--- src/rtl/rtc_count_sync.sv ---
// PCLK-domain reader for the Gray-coded RTC count: synchronise, stability-filter, convert, publish.
// Optional macro RTC_COUNT_SYNC_HOLD_EN adds UpdateBusy to stall publication while the consumer is busy.
module rtc_count_sync #(
    parameter int WIDTH         = 32,
    parameter int SYNC_STAGES   = 2,
    parameter int STABLE_CYCLES = 2
) (
    input  logic             PCLK,
    input  logic             POR,
    input  logic [WIDTH-1:0] CountGray,
    input  logic             ClrErr,
`ifdef RTC_COUNT_SYNC_HOLD_EN
    input  logic             UpdateBusy,
`endif
    output logic [WIDTH-1:0] CountSync,
    output logic             CountEdge,
    output logic             CountErr
);

    localparam int CNT_W = $clog2(STABLE_CYCLES) + 1;

    typedef enum logic [1:0] {ST_WAIT, ST_STABLE, ST_CHECK} state_e;

    state_e                            state_q, state_d;
    logic [SYNC_STAGES-1:0][WIDTH-1:0] sync_q;
    logic [WIDTH-1:0]                  cand_gray_q, cand_gray_d;
    logic [WIDTH-1:0]                  accept_gray_q, accept_gray_d;
    logic [CNT_W-1:0]                  stable_cnt_q, stable_cnt_d;
    logic [WIDTH-1:0]                  count_sync_q, count_sync_d;
    logic                              count_edge_q, count_edge_d;
    logic                              count_err_q, count_err_d;
    logic [WIDTH-1:0]                  sync_gray;
    logic [WIDTH-1:0]                  cand_bin;
    logic                              hold;

    function automatic logic [WIDTH-1:0] gray2bin(input logic [WIDTH-1:0] g);
        logic [WIDTH-1:0] b;
        b[WIDTH-1] = g[WIDTH-1];
        for (int i = WIDTH - 2; i >= 0; i--) b[i] = b[i+1] ^ g[i];
        return b;
    endfunction

`ifdef RTC_COUNT_SYNC_HOLD_EN
    assign hold = UpdateBusy;
`else
    assign hold = 1'b0;
`endif

    assign sync_gray = sync_q[SYNC_STAGES-1];
    assign cand_bin  = gray2bin(cand_gray_q);

    always_ff @(posedge PCLK or posedge POR) begin
        if (POR) sync_q <= '0;
        else     sync_q <= {sync_q[SYNC_STAGES-2:0], CountGray};
    end

    always_ff @(posedge PCLK or posedge POR) begin
        if (POR) state_q <= ST_WAIT;
        else     state_q <= state_d;
    end

    always_comb begin
        state_d = state_q;
        case (state_q)
            ST_WAIT:   if (sync_gray != accept_gray_q) state_d = ST_STABLE;
            ST_STABLE: begin
                if (sync_gray == accept_gray_q)
                    state_d = ST_WAIT;
                else if (sync_gray == cand_gray_q &&
                         stable_cnt_q == CNT_W'(STABLE_CYCLES - 1))
                    state_d = ST_CHECK;
            end
            ST_CHECK:  if (!hold) state_d = ST_WAIT;
            default:   state_d = ST_WAIT;
        endcase
    end

    // Set wins over ClrErr: the clear is the default, the ST_CHECK set overrides it.
    always_comb begin
        cand_gray_d   = cand_gray_q;
        stable_cnt_d  = stable_cnt_q;
        accept_gray_d = accept_gray_q;
        count_sync_d  = count_sync_q;
        count_edge_d  = 1'b0;
        count_err_d   = count_err_q & ~ClrErr;
        case (state_q)
            ST_WAIT: begin
                if (sync_gray != accept_gray_q) begin
                    cand_gray_d  = sync_gray;
                    stable_cnt_d = CNT_W'(1);
                end
            end
            ST_STABLE: begin
                if (sync_gray != accept_gray_q) begin
                    if (sync_gray != cand_gray_q) begin
                        cand_gray_d  = sync_gray;
                        stable_cnt_d = CNT_W'(1);
                    end else if (stable_cnt_q != CNT_W'(STABLE_CYCLES - 1)) begin
                        stable_cnt_d = stable_cnt_q + CNT_W'(1);
                    end
                end
            end
            ST_CHECK: begin
                if (!hold) begin
                    count_sync_d  = cand_bin;
                    accept_gray_d = cand_gray_q;
                    count_edge_d  = 1'b1;
                    if (cand_bin != count_sync_q + WIDTH'(1)) count_err_d = 1'b1;
                end
            end
            default: ;
        endcase
    end

    always_ff @(posedge PCLK or posedge POR) begin
        if (POR) begin
            cand_gray_q   <= '0;
            stable_cnt_q  <= '0;
            accept_gray_q <= '0;
            count_sync_q  <= '0;
            count_edge_q  <= 1'b0;
            count_err_q   <= 1'b0;
        end else begin
            cand_gray_q   <= cand_gray_d;
            stable_cnt_q  <= stable_cnt_d;
            accept_gray_q <= accept_gray_d;
            count_sync_q  <= count_sync_d;
            count_edge_q  <= count_edge_d;
            count_err_q   <= count_err_d;
        end
    end

    assign CountSync = count_sync_q;
    assign CountEdge = count_edge_q;
    assign CountErr  = count_err_q;

endmodule

--- config.mk ---
export PLATFORM = sky130hd
export DESIGN_NAME = rtc_count_sync
export DESIGN_NICKNAME = d
export VERILOG_FILES = /design/src/rtl/rtc_count_sync.sv
export SDC_FILE = /design/constraint.sdc
export NUM_CORES = 1
export LEC_CHECK = 0
export ABC_AREA = 1
export CELL_PAD_IN_SITES_DETAIL_PLACEMENT = 0
export CELL_PAD_IN_SITES_GLOBAL_PLACEMENT = 1
export CORE_MARGIN = 2
export CORE_UTILIZATION = 35
export DETAILED_ROUTE_END_ITERATION = 16
export GPL_TIMING_DRIVEN = 0
export PLACE_DENSITY = 0.67
export SLEW_MARGIN = 40
export SYNTH_ARGS = -nofsm -noshare
export SYNTH_HDL_FRONTEND = slang
export SYNTH_SLANG_ARGS = --single-unit
export TNS_END_PERCENT = 20
--- constraint.sdc ---
create_clock -name PCLK -period 7.25 [get_ports PCLK]
set_input_delay 1.45 -clock PCLK [delete_from_list [all_inputs] [get_ports PCLK]]
set_output_delay 1.45 -clock PCLK [all_outputs]
set_load 0.005 [all_outputs]
==> flow_summary.yaml <==
timing:
  worst_pin_slew_ns: 0.7624
  hold_viol_final: 0
  setup_viol: 0
  max_slew_margin_pct: 49.17
  min_period_ns: 5.916
  clock.fmax_mhz: 169.0
  skew_ns: 0.01315
  finalCritPeriodShare_pct: 81.61
  rsz0062_at_grt: "false"
  maxSlewViolCount: 0
synth:
  ys_ff_latch: 165
  synth_xor_area_share_pct: 9.379
  synth-adder-area-share_pct: 0.3153
  synth_top_family_by_area: "simple AND/OR/NAND/NOR gates"
  synthCells: 890
  synthesis.area_um2: 7938
  ys_types: 33
  synth_mux_area_share_pct: 0
  synth-compound-area-share_pct: 6.967
  syn-num-nets: 927
  synth_simple_gate_area_share_pct: 25.98
  ys_async_sr_fraction_pct: 100.0
  synth_edf_count: 0
  avgSynthCellArea_um2: 8.919
  seq_area_frac_synth_pct: 52.02
  ys.flop_type: "dfrtp_1"
  yosysWarnings: 0
die:
  dieWidth_um: 154.6
  fp.dieH_um: 154.6
  io_pins: 69
  die-area_um2: 23900
  core_area_um2: 22430
  rows: 55
  initial_core_util_pct: 35.38
grt:
  gr-usage-all-layers_pct: 17.67
  antenna_found_initial: 0
  grt-ovfl-total: 0
  grt_max_degree: 61
  grt_pass1_vias: 5844
  grt_pass1_wl_um: 32460
layout:
  drive_above_1_share_pct: 10.18
  final_nets: 1016
  layout.cells.non_filler: 1277
  num_antenna_cells: 0
  fillers: 2240
  layout_common_cells: "nand2_1, dfrtp_1, inv_1"
  regArea_um2: 4129
  multi_input_area_um2: 3385
  final_core_util_pct: 43.06
  syn_to_final_growth_pct: 21.71
  layout_commonest_cell: "nand2_1"
worst_setup_path:
  crit_path_max_fanout: 5
  path_buf_inv: 1
  slowest_stage: "dfrtp_1"
  cp.arrival_ns: 6.24
  cp_common_cell: "nand2_2"
  rr_endpoint: "CountErr"
  r2r_setup_slack_ns: 1.33
  required_ns: 7.57
  critPathKind: "register to register"
  crit_cells: 54
  reg2regPathDepth: 54
  slowest_delay_ns: 0.43
  critPathLaunchType: "register"
  critical-path-top-delay-family: "simple AND/OR/NAND/NOR gates"
  r2r_start: "cand_gray_q[30]"
  cp-end-kind: "register"
run:
  drv_cap: 0
clock_network:
  holdBufCountCts: 0
  ctsResizeCount: 0
  clockBufferDepth: 2
  path_clk_slew_ns: 0.07
  tritoncts: "built"
  post_cts_buffers: 0
  clock_latency_ns: 0.43
  clock_sinks: 165
  cts_made_buffers: 17
  cts_root_buf: "clkbuf_16"
  htreeDepth: 4
route:
  drtPass1Iterations: 4
  route.detailed.drc: 0
  drt_iter0_drc: 418
  via_per_inst: 4.754
  routedWlPerCell_um: 15.66
  vias: 6071
  routed_wl_um: 20000
  antenna_left: 0
pwr:
  p_leak_uw: 0.004307
  power_density_nw_per_um2: 223.1
  peakVddDrop_uv: 141.9
placement:
  dp.cells: 1245
  hpwlAfterDp_um: 15050
  place_congestion: 0.8557
  numPortBuffers: 68
worst_hold_path:
  hold_depth: 0
  hold_path.class: "register to register"
  min_from: "sync_q[2]"
  min_to: "sync_gray[2]"
run_status:
  status: "complete, no violations"
==> metal layers <==
layer	vias to the layer above	wire length [um]	track usage, %	part of all wire [%]
met5	-	0	0	0
met3	15	671	2.634	3.4
met1	2867	10240	26.55	51
met2	120	8798	26.55	44
met4	0	294	4.894	1.5
li1	3069	-	-	-
==> layout make-up <==
class,instances,area share (%)
Sequential cell,165,42.74
Multi-Input combinational cell,614,35.03
Timing Repair Buffer,70,7.616
Clock buffer,19,4.585
Tap cell,285,3.691
Inverter,90,3.575
Clock inverter,13,1.865
Buffer,21,0.8937
==> cells in the mapped netlist, types with 11 or more instances <==
| cell type | n | area, um2 |
|---|---|---|
| nor2_1 | 34 | 127.6 |
| inv_1 | 88 | 330.3 |
| nand3_1 | 64 | 320.3 |
| xor2_1 | 50 | 437.9 |
| nor4_1 | 17 | 106.4 |
| clkbuf_1 | 19 | 71.32 |
| nand4_1 | 19 | 118.9 |
| nand3_2 | 21 | 210.2 |
| xnor2_1 | 35 | 306.5 |
| o21ai_0 | 79 | 395.4 |
| nand2_1 | 202 | 758.2 |
| a21oi_1 | 18 | 90.09 |
| nor3_1 | 11 | 55.05 |
| nand2_2 | 26 | 162.7 |
| dfrtp_1 | 165 | 4129 |
==> registers in the layout, indices dropped and copies added (netlist names) <==
signal,count
stable_cnt_q,2
cand_gray_q,32
CountErr,1
CountSync,31
accept_gray_q,32
CountEdge,1
sync_gray,32
state_q,2
sync_q,32
==> kinds of logic after synthesis <==
| group | count (synthesis) |
|---|---|
| AO/OA/AOI/OAI | 108 |
| XOR/XNOR | 85 |
| AND/OR/NAND/NOR | 419 |
| adder cells (fa/ha/maj) | 2 |
| flip-flops | 165 |
| buffers and inverters | 111 |
==> worst register-to-register path, delay by kind of cell, from the launching register on <==
family,cells,cell delay (ns)
DFF,1,0.43
buffers and inverters,1,0.13
and+or+nand+nor,53,5.24
==> metrics by stage <==
stage	worst slack [ns]	area (um2)	hold WS, ns	total power, uW	TNS [ns]
after CTS	1.344	9661	0.3482	2176	0
final	1.334	9661	0.3449	2155	0
after detailed placement	1.370	9037	0.3347	1208	0
after global routing	0.6431	9661	0.3511	2241	0
after global placement	-1.027	8975	0.3316	1203	-167.11
after floorplan	1.338	7938	0.3312	1133	0
==> where the power goes <==
group	switching [uW]	internal, uW
clock	381	585
combinational	138	79.7
sequential	23.9	948
total	543	1610
==> worst max path at each step <==
stage,end,startpoint
finish,CountErr,cand_gray_q[30]
global route,CountErr,cand_gray_q[30]
CTS,CountErr,cand_gray_q[30]
detailed placement,CountErr,cand_gray_q[30]
global placement,CountSync[7],POR
floorplan,CountEdge,POR
(Power assumes the default switching activity.)
